==> src/rtl/pwr_seq_pkg.sv <==
// Shared state encoding and counter sizing helper for the pwr_seq power/clear sequencer.
package pwr_seq_pkg;

  typedef enum logic [2:0] {
    S_OFF  = 3'd0,
    S_PON  = 3'd1,
    S_CLR  = 3'd2,
    S_STAG = 3'd3,
    S_ON   = 3'd4,
    S_MCLR = 3'd5,
    S_POUT = 3'd6
  } state_t;

  // Width of the single phase counter: must hold the longest phase length.
  function automatic int cnt_width(input int t_off, input int t_pon, input int t_clr,
                                   input int t_pout, input int t_stag_total);
    int m;
    m = t_off;
    if (t_pon > m) m = t_pon;
    if (t_clr > m) m = t_clr;
    if (t_pout > m) m = t_pout;
    if (t_stag_total > m) m = t_stag_total;
    return (m < 1) ? 1 : $clog2(m + 1);
  endfunction

endpackage

==> src/rtl/pwr_seq_sync.sv <==
// 2-FF synchroniser for active-low request lines, idle (reset) value 1.
// Only compiled when PWR_SEQ_SYNC_EN is defined.
`ifdef PWR_SEQ_SYNC_EN
module pwr_seq_sync (
  input  logic clk,
  input  logic rst_,
  input  logic d,
  output logic q
);

  logic meta;

  always_ff @(posedge clk or negedge rst_) begin
    if (!rst_) begin
      meta <= 1'b1;
      q    <= 1'b1;
    end else begin
      meta <= d;
      q    <= meta;
    end
  end

endmodule
`endif

==> src/rtl/pwr_seq.sv <==
// Power-supply / clear sequencer: OFF -> PON -> CLR -> STAG -> ON, with MCLR/POUT side paths.
// Define PWR_SEQ_SYNC_EN to pass zoff_/rcl_/dcl_ through 2-FF synchronisers.
module pwr_seq
  import pwr_seq_pkg::*;
#(
  parameter int NCH    = 3,
  parameter int T_OFF  = 4,
  parameter int T_PON  = 8,
  parameter int T_CLR  = 6,
  parameter int T_STAG = 3,
  parameter int T_POUT = 5
) (
  input  logic           clk,
  input  logic           rst_,
  input  logic           zoff_,
  input  logic           rcl_,
  input  logic           dcl_,
  output logic           off_,
  output logic           pout_,
  output logic           pon_,
  output logic           clo_,
  output logic [NCH-1:0] clm_,
  output logic           run_trig
);

  localparam int STAG_LEN = (NCH - 1) * T_STAG;
  localparam int CW       = cnt_width(T_OFF, T_PON, T_CLR, T_POUT, STAG_LEN);

  logic zoff_s, rcl_s, dcl_s;

`ifdef PWR_SEQ_SYNC_EN
  pwr_seq_sync u_sync_zoff (.clk(clk), .rst_(rst_), .d(zoff_), .q(zoff_s));
  pwr_seq_sync u_sync_rcl  (.clk(clk), .rst_(rst_), .d(rcl_),  .q(rcl_s));
  pwr_seq_sync u_sync_dcl  (.clk(clk), .rst_(rst_), .d(dcl_),  .q(dcl_s));
`else
  assign zoff_s = zoff_;
  assign rcl_s  = rcl_;
  assign dcl_s  = dcl_;
`endif

  state_t          state, state_d;
  logic [CW-1:0]   cnt, cnt_d;
  logic            pwrup, pwrup_d;
  logic            off_d, pout_d, pon_d, clo_d, run_d;
  logic [NCH-1:0]  clm_d;

  always_ff @(posedge clk or negedge rst_) begin
    if (!rst_) begin
      state    <= S_OFF;
      cnt      <= '0;
      pwrup    <= 1'b1;
      off_     <= 1'b0;
      pout_    <= 1'b1;
      pon_     <= 1'b0;
      clo_     <= 1'b0;
      clm_     <= '0;
      run_trig <= 1'b0;
    end else begin
      state    <= state_d;
      cnt      <= cnt_d;
      pwrup    <= pwrup_d;
      off_     <= off_d;
      pout_    <= pout_d;
      pon_     <= pon_d;
      clo_     <= clo_d;
      clm_     <= clm_d;
      run_trig <= run_d;
    end
  end

  always_comb begin
    state_d = state;
    cnt_d   = cnt + CW'(1);
    pwrup_d = pwrup;
    off_d   = off_;
    pout_d  = pout_;
    pon_d   = pon_;
    clo_d   = clo_;
    clm_d   = clm_;
    run_d   = 1'b0;

    case (state)
      S_OFF: begin
        if (!zoff_s) begin
          cnt_d = '0;
        end else if (cnt == CW'(T_OFF)) begin
          state_d = S_PON;
          cnt_d   = '0;
        end
      end
      S_POUT: begin
        if (cnt == CW'(T_POUT - 1)) begin
          state_d = S_OFF;
          cnt_d   = '0;
          pwrup_d = 1'b1;
        end
      end
      default: begin
        // Requests: zoff_ beats dcl_ beats rcl_; each phase ignores what it cannot act on.
        if (!zoff_s) begin
          state_d = S_POUT;
          cnt_d   = '0;
        end else begin
          case (state)
            S_PON: begin
              if (cnt == CW'(T_PON - 1)) begin
                state_d = S_CLR;
                cnt_d   = '0;
              end
            end
            S_CLR: begin
              if (!dcl_s) begin
                cnt_d = '0;
              end else if (cnt == CW'(T_CLR - 1)) begin
                state_d = (STAG_LEN == 0) ? S_ON : S_STAG;
                cnt_d   = '0;
              end
            end
            S_STAG: begin
              if (!dcl_s) begin
                state_d = S_CLR;
                cnt_d   = '0;
              end else if (cnt == CW'(STAG_LEN - 1)) begin
                state_d = S_ON;
                cnt_d   = '0;
              end
            end
            S_ON: begin
              cnt_d = cnt;
              if (!dcl_s) begin
                state_d = S_CLR;
                cnt_d   = '0;
              end else if (!rcl_s) begin
                state_d = S_MCLR;
                cnt_d   = '0;
              end
            end
            S_MCLR: begin
              if (!dcl_s) begin
                state_d = S_CLR;
                cnt_d   = '0;
              end else if (!rcl_s) begin
                cnt_d = '0;
              end else if (cnt == CW'(T_CLR - 1)) begin
                state_d = S_ON;
                cnt_d   = '0;
              end
            end
            default: begin
              state_d = S_OFF;
              cnt_d   = '0;
            end
          endcase
        end
      end
    endcase

    if (state_d == S_ON && state != S_ON) begin
      run_d   = pwrup;
      pwrup_d = 1'b0;
    end

    // Outputs are registered from the next state so they change on the transition edge.
    case (state_d)
      S_OFF: begin
        off_d  = 1'b0;
        pout_d = 1'b1;
        pon_d  = 1'b0;
        clo_d  = 1'b0;
        clm_d  = '0;
      end
      S_PON: begin
        off_d  = 1'b1;
        pout_d = 1'b1;
        pon_d  = 1'b0;
        clo_d  = 1'b0;
        clm_d  = '0;
      end
      S_CLR: begin
        off_d  = 1'b1;
        pout_d = 1'b1;
        pon_d  = 1'b1;
        clo_d  = 1'b0;
        clm_d  = '0;
      end
      S_STAG: begin
        off_d  = 1'b1;
        pout_d = 1'b1;
        pon_d  = 1'b1;
        clo_d  = 1'b1;
        for (int i = 0; i < NCH; i++) begin
          clm_d[i] = (32'(cnt_d) >= 32'(i * T_STAG));
        end
      end
      S_ON: begin
        off_d  = 1'b1;
        pout_d = 1'b1;
        pon_d  = 1'b1;
        clo_d  = 1'b1;
        clm_d  = '1;
      end
      S_MCLR: begin
        off_d  = 1'b1;
        pout_d = 1'b1;
        pon_d  = 1'b1;
        clo_d  = 1'b1;
        clm_d  = '0;
      end
      S_POUT: begin
        pout_d = 1'b0;
      end
      default: begin
        off_d  = 1'b0;
        pout_d = 1'b1;
        pon_d  = 1'b0;
        clo_d  = 1'b0;
        clm_d  = '0;
      end
    endcase
  end

endmodule
==> config.mk <==
export PLATFORM = sky130hd
export DESIGN_NAME = pwr_seq
export DESIGN_NICKNAME = d
export VERILOG_FILES = /design/src/rtl/pwr_seq_pkg.sv /design/src/rtl/pwr_seq_sync.sv /design/src/rtl/pwr_seq.sv
export SDC_FILE = /design/constraint.sdc
export NUM_CORES = 1
export LEC_CHECK = 0
export ABC_AREA = 1
export CORE_ASPECT_RATIO = 2
export CORE_MARGIN = 2
export CORE_UTILIZATION = 40
export DETAILED_ROUTE_END_ITERATION = 16
export PLACE_DENSITY_LB_ADDON = 0.25
export SLEW_MARGIN = 30
export SYNTH_ARGS = -nofsm -noshare
export SYNTH_HDL_FRONTEND = slang
export SYNTH_SLANG_ARGS = --single-unit
==> constraint.sdc <==
create_clock -name clk -period 2.8 [get_ports clk]
set_input_delay 0.42 -clock clk [delete_from_list [all_inputs] [get_ports clk]]
set_output_delay 0.42 -clock clk [all_outputs]
set_load 0.05 [all_outputs]
==> results of run 1 <==
layout by cell type, fill, tap and decap left out, drive strengths merged, types with 3 or more instances in the layout:
| cell type | Yosys | layout |
|---|---|---|
| nand2 | 45 | 45 |
| inv | 24 | 24 |
| nand3 | 21 | 21 |
| nor2 | 17 | 17 |
| dfrtp | 14 | 14 |
| clkdlybuf4s50 | 0 | 12 |
| o21ai | 6 | 6 |
| nand4 | 4 | 4 |
| ha | 4 | 4 |
| clkbuf | 1 | 4 |
| a21oi | 4 | 4 |
| nor3 | 3 | 3 |
metal layers:
layer | share of wire | track usage | vias up
met5 | 0 | 0 | -
met3 | 0.021 | 0.0112 | 8
met2 | 0.59 | 0.358 | 23
met4 | 0.030 | 0.0903 | 0
li1 | - | - | 531
met1 | 0.36 | 0.204 | 492
metrics by stage:
stage	setup WS (ns)	cell area (sq um)	hold WS, ns	utilization	cells
finish	0.810	1310	0.493	0.484	200
global route	0.677	1310	0.532	0.484	200
detailed placement	0.705	1250	0.488	0.463	196
global placement	0.737	1250	0.478	0.463	196
floorplan	1.22	1120	0.124	-	158
CTS	0.804	1310	0.502	0.484	200
worst max-delay path: cells and delay by family (launching register included):
family                     cells  cell delay (ns)
and+or+nand+nor                6             0.93
DFF                            1             0.43
buffers and inverters          2             0.30
adders and majority gates      1             0.22
state kept, by name, indices dropped and copies added, names as in the netlist:
| name | count |
|---|---|
| clm_ | 3 |
| clo_ | 1 |
| cnt | 4 |
| off_ | 1 |
| pon_ | 1 |
| pout_ | 1 |
| pwrup | 1 |
| run_trig | 1 |
| state | 3 |
power by group through the flow:
stage | sequential, mW | combinational (mW) | clock [mW]
after CTS | 0.393 | 0.876 | 0.206
after global placement | 0.392 | 0.857 | 0
final | 0.392 | 0.874 | 0.205
after detailed placement | 0.396 | 0.867 | 0
after floorplan | 0.517 | 0.509 | 0
after global routing | 0.405 | 0.964 | 0.212
logic make-up after synthesis:
family | after synthesis | share of synthesized area
xor+xnor | 2 | 0.0157
buf+inv | 27 | 0.101
flops | 16 | 0.361
compound gates | 17 | 0.0964
fa+ha+maj | 4 | 0.0448
simple gates | 92 | 0.381
layout make-up:
cell class	count	area share
Tap cell	29	0.0278
Inverter	24	0.0708
Multi-Input combinational cell	115	0.459
Timing Repair Buffer	12	0.0919
Clock buffer	4	0.0421
Sequential cell	16	0.308
worst paths after layout:
kind / depth (start not counted) / slack [ns] / endpoint
hold reg to reg: 2 / 0.49 / off_$_DFFE_PN0P_
hold / removal: 2 / 0.49 / off_$_DFFE_PN0P_
setup reg to reg: 9 / 0.81 / clo_$_DFFE_PN0P_
max in group asynchronous: 1 / 1.77 / state[1]$_DFF_PN0_
min in group asynchronous: 1 / 0.59 / clm_[0]$_DFFE_PN0P_
setup / recovery: 9 / 0.81 / clo_$_DFFE_PN0P_
==> out/metrics.cfg, run 1 <==
[critical_path]
cpPeakStageDelay_ns=0.43
worstPathMaxFanout=5
crit_arrival_ns=2.14
worstSetupStartpointType=flop
r2r_start=cnt[0]$_DFF_PN0_
startpoint=cnt[0]$_DFF_PN0_
path_cells=inv_1 > ha_1 > nand3_1 > nor3_1 > inv_1 > nand2_1 > nor2_1 > nand3_1 > nand2_1
crit_path_end_kind=flop
path_class=flop to flop
slowest_stage=dfrtp_1
required_ns=2.95

[timing]
max_freq_ghz=0.502
final-hold-violation-count=0
report.final.slew_viol_count=0
slew_headroom=0.535
rsz0062_at_grt=false
fin_crit_ns=1.99
fin_crit_sh=0.711
fin_worst_skew_ns=0.000977
worst_pin_slew_ns=0.695
setup-violations-final=0
fin_setup_tns_ns=0

[final_layout]
area_delta_synth_final_pct=17.2
regArea_sq_um=403
diodes=0
fin_nets=181
drive_gt1_frac=0.123
multi_input_area_sq_um=601
fillCellCount=286

[logic_synthesis]
yosysWarnings=0
synthCells=158
synth_ff_type=dfrtp_1
syn_avg_cell_area_sq_um=7.06
ys_seq_area_frac=0.361
synth-seq-cells=16
post-synth-top-count-cell=nand2_1
synthTopCellsByArea=dfrtp_1 (31%), nand2_1 (13%), nand3_1 (9.4%), inv_1 (6.7%), nor2_1 (5.0%)
yosysTopAreaCell=dfrtp_1
synth-edff-count=0
syn_area_sq_um=1120
ys_types=30
async_reset_ff_frac=1.00
synth_top_area_share=0.314
synth_fp_nets=167
synth_commonest_cells=nand2_1 (39), nand3_1 (21), inv_1 (20)

[clock_network]
post_cts_buffers=0
clock_sinks=16
htreeDepth=1
clkLatencyLatePin_ns=0.25
root_buffer=clkbuf_8
numCtsBuffers=3
cts_buffer_depth=2
cts.clk_slew.worst_paths_ns=0.06
post_cts_resized=0
hold_buffers=0
cts_tree=done

[drt]
viasPerCell=5.27
totalWireLength_um=2710
wl_per_cell_um=13.5
drc=0
drt_iter0_drc=26
drt_first_pass_iters=4
vias=1054
antenna_left=0

[worst_hold_path]
hold_path_class=flop to flop
worstHoldStart=off_$_DFFE_PN0P_

[die]
start_util=0.413
ioPinCount=13
die-width_um=41.4
die-area_sq_um=3250
die_h_um=78.7
core_sq_um=2700
row_count=27

[power_and_ir_drop]
p_leak_nw=0.668
combinationalPowerShare=0.594
p_clk_frac=0.139
sw_frac_of_total=0.507
peakVddDrop_uv=781
p_switching_mw=0.746
p_int_mw=0.725
cellPowerDensity_nw_per_um2=1130
p_total_mw=1.47
seq_power_share=0.267

[placement]
port_buffers=12
dp.final_hpwl_um=2230
gp_congestion=0.837

[flow_run]
max_cap_viol_count=0

[global_routing]
grt_pass1_vias=1045
grt_pass1_wl_um=4500
grt_overflow=0
grtUsageTotal=0.196
grt_max_degree=17
antenna_found_initial=0

[run_status]
status=finished clean

Power figures use the tool's default switching activity.
==> run 2, diff against run 1 <==
==> constraint.sdc (replaced) <==
create_clock -name clk -period 1.9 [get_ports clk]
set_input_delay 0.285 -clock clk [delete_from_list [all_inputs] [get_ports clk]]
set_output_delay 0.285 -clock clk [all_outputs]
set_load 0.05 [all_outputs]
==> out/metrics.cfg, run 2 (synthesized netlist as in run 1, its figures left out) <==
[global_routing]
grt_pass1_wl_um=4560  ; +1.4%
grt_overflow=0  ; unchanged
grtUsageTotal=0.197  ; +0.000631
grt_pass1_vias=1071  ; +2.5%
antenna_found_initial=0  ; unchanged
grt_max_degree=17  ; unchanged

[placement]
gp_congestion=0.894  ; +6.8%
dp_cells=205  ; +4.6%
dp.final_hpwl_um=2250  ; +1.0%
port_buffers=12  ; unchanged
dpl_cell_area_sq_um=1320  ; +5.2%

[clock_network]
cts_tree=done
htreeDepth=1  ; unchanged
root_buffer=clkbuf_8
hold_buffers=0  ; unchanged
cts.clk_slew.worst_paths_ns=0.07  ; about the same
clock_sinks=16  ; unchanged
clkLatencyLatePin_ns=0.24  ; about the same
numCtsBuffers=3  ; unchanged
cts_buffer_depth=2  ; unchanged

[die]
start_util=0.413  ; unchanged
die-area_sq_um=3250  ; unchanged
die-width_um=41.4  ; unchanged
row_count=27  ; unchanged
core_sq_um=2700  ; unchanged
ioPinCount=13  ; unchanged
die_h_um=78.7  ; unchanged

[critical_path]
path_cells=inv_1 > ha_1 > a31oi_2 > inv_1 > nand2_2 > a21boi_1 > nand4_1 > nand3_1
cp_common_cell=inv_1
reg2reg_depth=8  ; -1
r2r_start=cnt[0]$_DFF_PN0_
cpPeakStageDelay_ns=0.43  ; about the same
crit_path_end_kind=flop
required_ns=2.08  ; -0.87 ns
crit_buf_inv=2  ; unchanged
slowest_stage=dfrtp_1
worstPathMaxFanout=5  ; unchanged
startpoint=cnt[0]$_DFF_PN0_
worstSetupStartpointType=flop
crit_arrival_ns=1.99  ; -0.15 ns
cp_top_family=compound AO/OA/AOI/OAI gates
cp_num_cells=8  ; -1
path_class=flop to flop

[timing]
setup-violations-final=0  ; unchanged
holdWs_ns=0.361  ; -0.131 ns
rsz0062_at_grt=true
fin_worst_skew_ns=0.00522  ; +0.00424 ns
final-hold-violation-count=0  ; unchanged
fin_crit_ns=1.81  ; -0.182 ns
worst_pin_slew_ns=0.502  ; -0.193 ns
fin_crit_sh=0.952  ; +0.241
slew_headroom=0.664  ; +0.129
max_freq_ghz=0.553  ; +10%
report.final.slew_viol_count=0  ; unchanged

[final_layout]
regArea_sq_um=404  ; +0.31%
reg.largest.list=cnt x4, clm_ x3, state x3
max_flop_register=cnt
largest_reg_flops=4  ; unchanged
final_cell_mix=nand2_1 (35), nand3_1 (19), inv_1 (18), nor2_1 (14), dfrtp_1 (13)
fillCellCount=269  ; -5.9%
layout.cells.most_common=nand2_1
area_delta_synth_final_pct=29.5
final_area_sq_um=1450  ; +11%
fin_nets=191  ; +5.5%
multi_input_area_sq_um=662  ; +10%
stdcell_count=210  ; +5.0%
diodes=0  ; unchanged
drive_gt1_frac=0.249  ; +0.126

[drt]
vias=1092  ; +3.6%
drt_iter0_drc=27  ; +3.8%
wl_per_cell_um=13.5  ; -0.23%
viasPerCell=5.20  ; -1.3%
drc=0  ; unchanged
totalWireLength_um=2840  ; +4.8%
drt_first_pass_iters=4  ; unchanged
antenna_left=0  ; unchanged

[worst_hold_path]
hold_path_class=input pin to async pin

[flow_run]
max_cap_viol_count=0  ; unchanged

[power_and_ir_drop]
p_leak_nw=0.724  ; +8.4%
peakVddDrop_uv=1250  ; +61%
cellPowerDensity_nw_per_um2=1610  ; +43%

[run_status]
status=finished clean

run 2: final cells by class:
type	instances	area share
tap	29	0.0251
sequential	16	0.280
inverter	24	0.0658
timing repair buffer	22	0.133
multi-input combinational	115	0.458
clock buffer	4	0.0381
run 2: what timing repair did:
item / in CTS / in global routing
gates resized for setup: 0 / 18
endpoints found under the setup margin: 0 / 8
setup buffers: 0 / 1
run 2: metal layers:
| layer | routed length, um | global-route usage |
|---|---|---|
| met1 | 1070 | 0.223 |
| met2 | 1620 | 0.355 |
| met3 | 73 | 0.0196 |
| met4 | 73 | 0.0581 |
| met5 | 0 | 0 |
run 2: where the power goes:
part           switching, mW  internal, mW
Sequential             0.107         0.472
Clock                  0.112         0.183
Combinational          0.949         0.496
run 2: per-stage QoR:
| stage | utilization | setup slack, ns | TNS (ns) | power [mW] |
|---|---|---|---|---|
| after floorplan | - | 0.317 | 0 | 1.51 |
| after global placement | 0.488 | 0.0298 | 0 | 1.89 |
| after detailed placement | 0.488 | 0.00231 | 0 | 1.92 |
| after CTS | 0.508 | 0.0150 | 0 | 2.22 |
| after global routing | 0.535 | -0.0230 | -0.0562 | 2.49 |
| final | 0.535 | 0.0919 | 0 | 2.32 |
run 2: worst paths after layout:
check / end / slack, ns
max: clm_[1]$_DFFE_PN0P_ / 0.09
min: clm_[0]$_DFFE_PN0P_ / 0.36
min in group clk: run_trig$_DFF_PN0_ / 0.48
max reg2reg: clm_[1]$_DFFE_PN0P_ / 0.09
max in group asynchronous: pwrup$_DFFE_PN1P_ / 1.29
min reg2reg: run_trig$_DFF_PN0_ / 0.48
run 2: worst reg2reg max path, cell delays in order, from the launching register on:
cell and delay [ns]:
dfrtp_1 0.43, inv_1 0.09, ha_1 0.23, a31oi_2 0.26
inv_1 0.08, nand2_2 0.09, a21boi_1 0.34, nand4_1 0.13
nand3_1 0.08
==> run 3, diff against run 2 <==
--- a/config.mk
+++ b/config.mk
@@ -7,11 +7,12 @@
 export LEC_CHECK = 0
 export ABC_AREA = 1
 export CORE_ASPECT_RATIO = 2
-export CORE_MARGIN = 2
+export CORE_MARGIN = 4
 export CORE_UTILIZATION = 40
 export DETAILED_ROUTE_END_ITERATION = 16
 export PLACE_DENSITY_LB_ADDON = 0.25
 export SLEW_MARGIN = 30
 export SYNTH_ARGS = -nofsm -noshare
 export SYNTH_HDL_FRONTEND = slang
+export SYNTH_HIERARCHICAL = 1
 export SYNTH_SLANG_ARGS = --single-unit
==> out/metrics.cfg, run 3 <==
[run_status]
status=finished clean

[die]
core_sq_um=2600  ; -3.7%
die-width_um=45.4  ; +9.7%
die_h_um=82.7  ; +5.1%
row_count=26  ; -3.7%
ioPinCount=13  ; unchanged
start_util=0.429  ; +0.0159
die-area_sq_um=3750  ; +15%

[timing]
slew_headroom=0.664  ; about the same
fin_crit_ns=1.79  ; -0.0199 ns
report.final.slew_viol_count=0  ; unchanged
fin_worst_skew_ns=0.00340  ; -0.00182 ns
max_freq_ghz=0.559  ; +1.1%
setup-violations-final=0  ; unchanged
final-hold-violation-count=0  ; unchanged
fin_setup_tns_ns=0  ; unchanged
worst_pin_slew_ns=0.502  ; -0.000478 ns
holdWs_ns=0.352  ; -0.00966 ns
fin_crit_sh=0.941  ; -0.0105

[critical_path]
required_ns=2.08  ; about the same
worstPathMaxFanout=4  ; -1
path_class=flop to flop
worstSetupStartpointType=flop
crit_path_end_kind=flop
crit_arrival_ns=1.97  ; -0.02 ns

[logic_synthesis]
yosysWarnings=6  ; +6
synthTopCellsByArea=dfrtp_1 (31%), nand2_1 (13%), nand3_1 (9.4%), inv_1 (6.7%), nor2_1 (5.0%)
async_reset_ff_frac=1.00  ; unchanged
syn_area_sq_um=1120  ; unchanged
synth_commonest_cells=nand2_1 (39), nand3_1 (21), inv_1 (20)
synth-seq-cells=16  ; unchanged
syn_avg_cell_area_sq_um=7.06  ; unchanged
synth_top_area_share=0.314  ; unchanged
synth_ff_type=dfrtp_1
post-synth-top-count-cell=nand2_1
yosysTopAreaCell=dfrtp_1
synth-edff-count=0  ; unchanged
ys_types=30  ; unchanged
synth_fp_nets=167  ; unchanged
ys_seq_area_frac=0.361  ; unchanged
synthCells=158  ; unchanged

[placement]
dp.final_hpwl_um=2160  ; -3.8%
gp_congestion=0.896  ; +0.25%
port_buffers=12  ; unchanged
dpl_cell_area_sq_um=1300  ; -1.2%

[final_layout]
fillCellCount=260  ; -3.3%
multi_input_area_sq_um=628  ; -5.1%
final_cell_mix=nand2_1 (36), nand3_1 (20), inv_1 (19), nor2_1 (14), dfrtp_1 (13)
largest_reg_flops=4  ; unchanged
reg.largest.list=cnt x4, clm_ x3, state x3
final_area_sq_um=1390  ; -4.1%
drive_gt1_frac=0.212  ; -0.0363
layout.cells.most_common=nand2_1
area_delta_synth_final_pct=24.2
diodes=0  ; unchanged
fin_nets=190  ; -0.52%
regArea_sq_um=404  ; unchanged
max_flop_register=cnt

[power_and_ir_drop]
p_total_mw=2.20  ; -5.3%
p_leak_nw=0.703  ; -2.9%
cellPowerDensity_nw_per_um2=1580  ; -1.3%
peakVddDrop_uv=1100  ; -12%

[drt]
viasPerCell=5.30  ; +2.0%
drc=0  ; unchanged
totalWireLength_um=2660  ; -6.3%
drt_iter0_drc=24  ; -11%
antenna_left=0  ; unchanged
wl_per_cell_um=12.8  ; -5.0%
drt_first_pass_iters=4  ; unchanged
vias=1098  ; +0.55%

[clock_network]
numCtsBuffers=3  ; unchanged
root_buffer=clkbuf_8
clkLatencyLatePin_ns=0.25  ; about the same
htreeDepth=1  ; unchanged
clock_sinks=16  ; unchanged
cts_tree=done
hold_buffers=0  ; unchanged
cts.clk_slew.worst_paths_ns=0.06  ; about the same
cts_buffer_depth=2  ; unchanged

[global_routing]
grtUsageTotal=0.164  ; -0.0326
antenna_found_initial=0  ; unchanged
grt_overflow=0  ; unchanged
grt_max_degree=17  ; unchanged
grt_pass1_vias=1134  ; +5.9%
grt_pass1_wl_um=4560  ; unchanged

[flow_run]
max_cap_viol_count=0  ; unchanged

[worst_hold_path]
hold_path_class=input pin to async pin

[run 3: cell count changes in the layout (fill, tap and decap cells not counted), sizes merged]
| cell | change |
|---|---|
| buf | -1 |
| clkbuf | -1 |
[run 3: power breakdown]
group          switching (mW)  internal (mW)  total (mW)
combinational           0.889          0.480        1.37
clock                   0.115          0.141       0.256
sequential             0.0990          0.472       0.571
total                    1.10           1.09        2.20
[run 3: layer usage]
layer	up-vias	global-route usage	wire, um
met5	-	0	0
met2	33	0.313	1500
met3	8	0.0217	88
met4	0	0.0938	90
li1	546	-	-
met1	511	0.158	982
[run 3: logic make-up (layout without fill, tap and decap cells)]
kind of cell	count (synthesis)	after routing	share of synthesized area
compound gates	17	17	0.0964
flops	16	16	0.361
xor+xnor	2	2	0.0157
buf+inv	27	48	0.101
fa+ha+maj	4	4	0.0448
simple gates	92	92	0.381
[run 3: area by class of cell]
class	instances	area share
flip-flops and latches	16	0.292
inverters	24	0.0668
well taps	28	0.0253
repair buffers	21	0.134
clock buffers	3	0.0298
multi-input cells	115	0.453
[run 3: through the flow]
| step | util | instances | setup WS (ns) |
|---|---|---|---|
| 6_report | 0.533 | 207 | 0.112 |
| 5_1_grt | 0.533 | 207 | -0.00217 |
| 4_1_cts | 0.516 | 205 | 0.0373 |
| 3_5_place_dp | 0.500 | 202 | 0.0312 |
| 3_3_place_gp | 0.500 | 202 | 0.0540 |
| 2_1_floorplan | - | 158 | 0.317 |
[run 3: repair_timing]
item / in CTS / in global routing
gates resized for setup: 0 / 9
setup buffers: 0 / 2
setup endpoints to repair: 0 / 8
[run 3: path summary, 6_finish.rpt]
path                                  endpoint              from  slack (ns)  cells after the start
hold / removal             clm_[0]$_DFFE_PN0P_              rst_        0.35                      2
hold reg to reg               off_$_DFFE_PN0P_  off_$_DFFE_PN0P_        0.50                      2
min in group clk              off_$_DFFE_PN0P_  off_$_DFFE_PN0P_        0.50                      2
setup reg to reg           clm_[1]$_DFFE_PN0P_  cnt[1]$_DFF_PN0_        0.11                     11
max in group asynchronous      pout_$_DFF_PN1_              rst_        1.30                      2
setup / recovery           clm_[1]$_DFFE_PN0P_  cnt[1]$_DFF_PN0_        0.11                     11
[run 3: critical path: stages, from the launching register on]
cell	delay, ns
dfrtp_1	0.41
inv_1	0.09
ha_1	0.19
nand3_2	0.12
inv_2	0.10
nand2_1	0.06
o21a_1	0.19
nand2_2	0.10
nand2_2	0.09
a21oi_2	0.22
nand2_1	0.07
nand3_1	0.09
